File: src/rtl/audio_pkg.sv
// audio_pkg: shared types and defaults for the lab3 record/playback controller.
//   state_t  - 3-bit controller state encoding (driven out on o_state)
//   cmd_t    - command-pulse bundle {start, pause, stop} for one engine
//   ADDR_W_DEF / DATA_W_DEF / MAX_ADDR_DEF - default SRAM geometry
// Optional feature macro used by audio_ctrl: AUDIO_CTRL_LOOP_PLAY_EN.
package audio_pkg;

    localparam int unsigned ADDR_W_DEF   = 20;
    localparam int unsigned DATA_W_DEF   = 16;
    localparam logic [19:0] MAX_ADDR_DEF = 20'hFFFFF;

    typedef enum logic [2:0] {
        StIdle      = 3'd0,
        StRec       = 3'd1,
        StRecPause  = 3'd2,
        StPlay      = 3'd3,
        StPlayPause = 3'd4
    } state_t;

    typedef struct packed {
        logic start;
        logic pause;
        logic stop;
    } cmd_t;

endpackage

File: src/rtl/audio_sram_mux.sv
// audio_sram_mux: combinational SRAM port mux selected by the controller state.
// Ports:
//   i_state                      - registered controller state
//   i_rec_addr/i_rec_data/i_rec_valid - recorder write request
//   i_play_addr                  - DSP read address
//   o_sram_addr/o_sram_we_n/o_sram_dq_out/o_sram_dq_oe - SRAM pin controls
// Macro: none (AUDIO_CTRL_LOOP_PLAY_EN does not affect this block).
module audio_sram_mux
    import audio_pkg::*;
#(
    parameter int unsigned ADDR_W = ADDR_W_DEF,
    parameter int unsigned DATA_W = DATA_W_DEF
) (
    input  state_t            i_state,
    input  logic [ADDR_W-1:0] i_rec_addr,
    input  logic [DATA_W-1:0] i_rec_data,
    input  logic              i_rec_valid,
    input  logic [ADDR_W-1:0] i_play_addr,
    output logic [ADDR_W-1:0] o_sram_addr,
    output logic              o_sram_we_n,
    output logic [DATA_W-1:0] o_sram_dq_out,
    output logic              o_sram_dq_oe
);

    always_comb begin
        o_sram_addr   = '0;
        o_sram_we_n   = 1'b1;
        o_sram_dq_out = '0;
        o_sram_dq_oe  = 1'b0;
        case (i_state)
            StRec: begin
                o_sram_addr   = i_rec_addr;
                o_sram_dq_out = i_rec_data;
                o_sram_dq_oe  = 1'b1;
                o_sram_we_n   = ~i_rec_valid;
            end
            StPlay, StPlayPause: begin
                o_sram_addr = i_play_addr;
            end
            default: ;
        endcase
    end

endmodule

File: src/rtl/audio_ctrl.sv
// audio_ctrl: key-driven record/playback sequencer and SRAM arbiter.
// Ports:
//   i_clk, i_rst_n        - clock; synchronous reset, active HIGH despite the name
//   i_key_*               - one-cycle key pulses (priority stop > pause > record > play)
//   i_rec_*               - recorder write address/data/strobe
//   i_play_addr/i_play_rd - DSP read request
//   i_sram_dq             - SRAM read data, forwarded on o_play_data
//   o_rec_*/o_dsp_*       - registered one-cycle engine command pulses
//   o_sram_*              - SRAM pin controls
//   o_end_addr/o_has_data - last recorded address / recording present
//   o_state               - current state encoding
// Macro AUDIO_CTRL_LOOP_PLAY_EN: playback end restarts the DSP instead of going idle.
module audio_ctrl
    import audio_pkg::*;
#(
    parameter int unsigned        ADDR_W   = ADDR_W_DEF,
    parameter int unsigned        DATA_W   = DATA_W_DEF,
    parameter logic [ADDR_W-1:0]  MAX_ADDR = ADDR_W'(MAX_ADDR_DEF)
) (
    input  logic              i_clk,
    input  logic              i_rst_n,
    input  logic              i_key_record,
    input  logic              i_key_play,
    input  logic              i_key_pause,
    input  logic              i_key_stop,
    input  logic [ADDR_W-1:0] i_rec_addr,
    input  logic [DATA_W-1:0] i_rec_data,
    input  logic              i_rec_valid,
    input  logic [ADDR_W-1:0] i_play_addr,
    input  logic              i_play_rd,
    input  logic [DATA_W-1:0] i_sram_dq,
    output logic              o_rec_start,
    output logic              o_rec_pause,
    output logic              o_rec_stop,
    output logic              o_dsp_start,
    output logic              o_dsp_pause,
    output logic              o_dsp_stop,
    output logic [ADDR_W-1:0] o_sram_addr,
    output logic              o_sram_we_n,
    output logic [DATA_W-1:0] o_sram_dq_out,
    output logic              o_sram_dq_oe,
    output logic [DATA_W-1:0] o_play_data,
    output logic [ADDR_W-1:0] o_end_addr,
    output logic              o_has_data,
    output logic [2:0]        o_state
);

    state_t            r_state, w_state_d;
    cmd_t              r_rec_cmd, w_rec_cmd_d;
    cmd_t              r_dsp_cmd, w_dsp_cmd_d;
    logic [ADDR_W-1:0] r_end_addr, w_end_addr_d;
    logic              r_has_data, w_has_data_d;
    logic              r_restart, w_restart_d;  // loop mode: issue dsp start next cycle

    logic w_key_stop, w_key_pause, w_key_rec, w_key_play;
    logic w_rec_full, w_play_end;

    // Only the highest-priority key of a cycle is allowed to act.
    assign w_key_stop  = i_key_stop;
    assign w_key_pause = ~i_key_stop & i_key_pause;
    assign w_key_rec   = ~i_key_stop & ~i_key_pause & i_key_record;
    assign w_key_play  = ~i_key_stop & ~i_key_pause & ~i_key_record & i_key_play;

    assign w_rec_full = (r_state == StRec) && i_rec_valid && (i_rec_addr == MAX_ADDR);
    assign w_play_end = (r_state == StPlay) && i_play_rd && (i_play_addr == r_end_addr);

    always_comb begin
        w_state_d    = r_state;
        w_rec_cmd_d  = '0;
        w_dsp_cmd_d  = '0;
        w_end_addr_d = r_end_addr;
        w_has_data_d = r_has_data;
        w_restart_d  = 1'b0;

        if (r_state == StRec && i_rec_valid) begin
            w_end_addr_d = i_rec_addr;
            w_has_data_d = 1'b1;
        end

        unique case (r_state)
            StIdle: begin
                if (w_key_rec) begin
                    w_state_d         = StRec;
                    w_rec_cmd_d.start = 1'b1;
                    w_end_addr_d      = '0;
                    w_has_data_d      = 1'b0;
                end else if (w_key_play && r_has_data) begin
                    w_state_d         = StPlay;
                    w_dsp_cmd_d.start = 1'b1;
                end
            end
            StRec: begin
                // A full memory counts as a stop so a coincident user stop gives one pulse.
                if (w_key_stop || w_rec_full) begin
                    w_state_d        = StIdle;
                    w_rec_cmd_d.stop = 1'b1;
                end else if (w_key_pause) begin
                    w_state_d         = StRecPause;
                    w_rec_cmd_d.pause = 1'b1;
                end
            end
            StRecPause: begin
                if (w_key_stop) begin
                    w_state_d        = StIdle;
                    w_rec_cmd_d.stop = 1'b1;
                end else if (w_key_pause || w_key_rec) begin
                    w_state_d         = StRec;
                    w_rec_cmd_d.start = 1'b1;
                end
            end
            StPlay: begin
                if (w_key_stop) begin
                    w_state_d        = StIdle;
                    w_dsp_cmd_d.stop = 1'b1;
                end else if (w_play_end) begin
                    w_dsp_cmd_d.stop = 1'b1;
`ifdef AUDIO_CTRL_LOOP_PLAY_EN
                    w_restart_d      = 1'b1;
`else
                    w_state_d        = StIdle;
`endif
                end else if (w_key_pause) begin
                    w_state_d         = StPlayPause;
                    w_dsp_cmd_d.pause = 1'b1;
                end else if (r_restart) begin
                    w_dsp_cmd_d.start = 1'b1;
                end
            end
            StPlayPause: begin
                if (w_key_stop) begin
                    w_state_d        = StIdle;
                    w_dsp_cmd_d.stop = 1'b1;
                end else if (w_key_pause || w_key_play) begin
                    w_state_d         = StPlay;
                    w_dsp_cmd_d.start = 1'b1;
                end
            end
            default: w_state_d = StIdle;
        endcase
    end

    always_ff @(posedge i_clk) begin
        if (i_rst_n) begin
            r_state    <= StIdle;
            r_rec_cmd  <= '0;
            r_dsp_cmd  <= '0;
            r_end_addr <= '0;
            r_has_data <= 1'b0;
            r_restart  <= 1'b0;
        end else begin
            r_state    <= w_state_d;
            r_rec_cmd  <= w_rec_cmd_d;
            r_dsp_cmd  <= w_dsp_cmd_d;
            r_end_addr <= w_end_addr_d;
            r_has_data <= w_has_data_d;
            r_restart  <= w_restart_d;
        end
    end

    audio_sram_mux #(
        .ADDR_W (ADDR_W),
        .DATA_W (DATA_W)
    ) u_sram_mux (
        .i_state       (r_state),
        .i_rec_addr    (i_rec_addr),
        .i_rec_data    (i_rec_data),
        .i_rec_valid   (i_rec_valid),
        .i_play_addr   (i_play_addr),
        .o_sram_addr   (o_sram_addr),
        .o_sram_we_n   (o_sram_we_n),
        .o_sram_dq_out (o_sram_dq_out),
        .o_sram_dq_oe  (o_sram_dq_oe)
    );

    assign o_rec_start = r_rec_cmd.start;
    assign o_rec_pause = r_rec_cmd.pause;
    assign o_rec_stop  = r_rec_cmd.stop;
    assign o_dsp_start = r_dsp_cmd.start;
    assign o_dsp_pause = r_dsp_cmd.pause;
    assign o_dsp_stop  = r_dsp_cmd.stop;
    assign o_play_data = i_sram_dq;
    assign o_end_addr  = r_end_addr;
    assign o_has_data  = r_has_data;
    assign o_state     = r_state;

endmodule

File: config.mk
export PLATFORM = sky130hd
export DESIGN_NAME = audio_ctrl
export DESIGN_NICKNAME = d
export VERILOG_FILES = /design/src/rtl/audio_pkg.sv /design/src/rtl/audio_sram_mux.sv /design/src/rtl/audio_ctrl.sv
export SDC_FILE = /design/constraint.sdc
export NUM_CORES = 1
export LEC_CHECK = 0
export BUFFER_PORTS_ARGS = -buffer_cell sky130_fd_sc_hd__buf_2
export CAP_MARGIN = 20
export CORE_ASPECT_RATIO = 0.5
export CORE_MARGIN = 2
export CORE_UTILIZATION = 40
export DETAILED_ROUTE_END_ITERATION = 6
export PLACE_DENSITY = 0.86
export SLEW_MARGIN = 20
export SYNTH_ARGS = -nofsm -noshare
export SYNTH_HDL_FRONTEND = slang
export SYNTH_SLANG_ARGS = --single-unit
File: constraint.sdc
create_clock -name i_clk -period 4.8 [get_ports i_clk]
set_input_delay 0.96 -clock i_clk [delete_from_list [all_inputs] [get_ports i_clk]]
set_output_delay 0.96 -clock i_clk [all_outputs]
set_load 0.01 [all_outputs]
==> results.json <==
{
  "slew_headroom": 0.478,
  "cts-buffers-inserted": 5,
  "antenna_found_initial": 0,
  "nets": 442,
  "area_delta_synth_final_pct": 32.6,
  "finalWorstSetupSlack_ns": 1.69,
  "finalHoldViolCount": 0,
  "hold_class": "reg -> reg",
  "combPwrFrac": 0.490,
  "grt_pass1_vias": 1982,
  "switching_share": 0.415,
  "start_util": 0.411,
  "wl_per_cell_um": 14.1,
  "seq_power_share": 0.305,
  "syn_inst": 256,
  "drc": 0,
  "ys_warn_count": 0,
  "final_util": 0.546,
  "syn_nets": 336,
  "grt_max_degree": 40,
  "outcome": "finished, final reports clean",
  "grt-ovfl-total": 0,
  "multi_input_area_um2": 1190,
  "synth_edf_count": 0,
  "postCtsSetupRepairBufs": 0,
  "met2_usage": 0.375,
  "vias": 2319,
  "io_pins": 164,
  "crit_path_start_kind": "register",
  "synth_cell_types": 45,
  "synth_top_cell_area_share": 0.300,
  "internal_power_mw": 0.621,
  "yosysSeqAreaShare": 0.300,
  "synthArstFlopShare": 0,
  "clockBufferDepth": 2,
  "dp_hpwl_um": 4580,
  "timing.final.crit_share": 0.647,
  "ant_nets": 0,
  "tritoncts": "yes",
  "numPortBuffers": 131,
  "synthFlopType": "dfxtp_1",
  "p_sw_mw": 0.440,
  "routabilityCongestion": 0.872,
  "critPathCaptureType": "primary output",
  "rows": 18,
  "cts_max_level": 2,
  "grt_pass1_wl_um": 9050,
  "numClockSinks": 30,
  "max_freq_mhz": 322,
  "use_met1": 0.233,
  "ys_ff_latch": 30,
  "synth_commonest_cells": "nand2_1 (42), dfxtp_1 (30), a21oi_1 (24), a22o_1 (20), xor2_1 (20)",
  "clkSlewWorstSetupHoldPaths_ns": 0.07,
  "final_layout_size_suffix_gt1_frac": 0.405,
  "yosysMostFrequentCell": "nand2_1",
  "p_leak_nw": 1.32,
  "fin_skew_ns": 0.00763,
  "vias_per_cell": 5.36,
  "met3_usage": 0.0545,
  "grt.total_usage": 0.205,
  "clockRootBuffer": "clkbuf_8",
  "dieWidth_um": 104,
  "dp_slack_ns": 2.02,
  "seq_area_um2": 601,
  "wirelength_um": 6100,
  "tns_ns": 0,
  "die_area_um2": 5620,
  "core_area_um2": 4860,
  "final-max-slew-violation-count": 0,
  "arrival_ns": 2.15,
  "required_ns": 3.84,
  "synth_area_leaders": "dfxtp_1 (30%), a22o_1 (8.8%), xor2_1 (8.8%), nand2_1 (7.9%), buf_4 (6.4%)",
  "top_usage_layer": "met2",
  "cts-resized-gates": 0,
  "worst-path-max-fanout": 39,
  "clk_latency_ns": 0.29,
  "num_antenna_cells": 0,
  "fillCellCount": 492,
  "p_clk_frac": 0.205,
  "syn-cell-area_um2": 2000,
  "ir_drop_uv": 137,
  "critical_path_class": "reg -> out",
  "die_h_um": 54.0,
  "fin_crit_ns": 3.11,
  "holdBufCountCts": 0,
  "worstMarginPinSlew_ns": 0.781,
  "syn_area_per_cell_um2": 7.82,
  "setup_violations": 0,
  "first_pass_iters": 4,
  "rsz0062_at_grt": "false",
  "max_cap_viol_count": 0,
  "power.density_nw_per_um2": 400,
  "drt_iter0_drc": 176,
  "synth_area_leader_cell": "dfxtp_1"
}
-- final timing paths --
| path | end | slack, ns | cells after the start | start |
|---|---|---|---|---|
| setup / recovery | o_sram_we_n | 1.69 | 5 | o_state[0] |
| hold / removal | o_end_addr[6] | 0.48 | 2 | o_end_addr[6] |
| setup reg to reg | o_state[1] | 2.28 | 8 | o_state[0] |
| hold reg to reg | o_end_addr[6] | 0.48 | 2 | o_end_addr[6] |
-- layer usage --
| metal | wire, µm | up-vias |
|---|---|---|
| met5 | 0 | - |
| met4 | 120 | 0 |
| met3 | 453 | 24 |
| met2 | 3150 | 104 |
| met1 | 2370 | 1086 |
| li1 | - | 1105 |
-- critical path: stages, from the launching register on --
cell     delay (ns)
dfxtp_1        0.48
nor3b_4        0.22
buf_4          0.36
and2_4         0.36
inv_2          0.22
buf_2          0.20
-- kinds of logic after synthesis --
logic type | Yosys count | synth area share
XOR/XNOR | 20 | 0.0876
AND/OR/NAND/NOR | 107 | 0.282
buffers and inverters | 37 | 0.107
multiplexers | 1 | 0.00500
flip-flops | 30 | 0.300
adder cells (fa/ha/maj) | 1 | 0.00500
AO/OA/AOI/OAI | 60 | 0.213
-- registers in the layout (all words and copies together) (netlist names) --
signal / cells
o_dsp_pause: 1
o_dsp_start: 1
o_dsp_stop: 1
o_end_addr: 20
o_has_data: 1
o_rec_pause: 1
o_rec_start: 1
o_rec_stop: 1
o_state: 3
-- placed cells by master (no fill, tap or decap), types with 2 or more instances in the layout --
| cell type | instances |
|---|---|
| nand2_1 | 42 |
| nand3b_1 | 3 |
| clkbuf_8 | 6 |
| inv_1 | 3 |
| nor4_1 | 11 |
| o21ai_0 | 2 |
| nor2_1 | 10 |
| buf_2 | 131 |
| a22o_1 | 20 |
| or3_1 | 2 |
| and2_1 | 16 |
| xor2_1 | 20 |
| nor3_1 | 4 |
| a21oi_1 | 24 |
| nor4b_1 | 2 |
| dfxtp_1 | 30 |
| nand4_1 | 9 |
-- through the flow --
stage	total power, mW	instances	hold slack, ns	cell area (µm²)
3_3_place_gp	0.833	425	0.466	2560
5_1_grt	1.13	433	0.502	2650
6_report	1.06	433	0.483	2650
4_1_cts	1.06	433	0.482	2650
3_5_place_dp	0.842	425	0.472	2560
2_1_floorplan	0.674	256	0.500	2000
-- area by class of cell --
cell class                      instances  share of cell area
Multi-Input combinational cell        189               0.449
Timing Repair Buffer                  132               0.250
Sequential cell                        30               0.226
Tap cell                               70              0.0330
Clock buffer                            6              0.0311
Inverter                                4             0.00566
Clock inverter                          2             0.00471
-- power by group through the flow --
stage	Sequential, mW	Clock (mW)	Combinational, mW
global route	0.330	0.234	0.566
detailed placement	0.329	0	0.513
CTS	0.324	0.221	0.516
floorplan	0.323	0	0.352
global placement	0.327	0	0.506
finish	0.324	0.218	0.520
No activity file was read; power rests on OpenSTA's default activity.
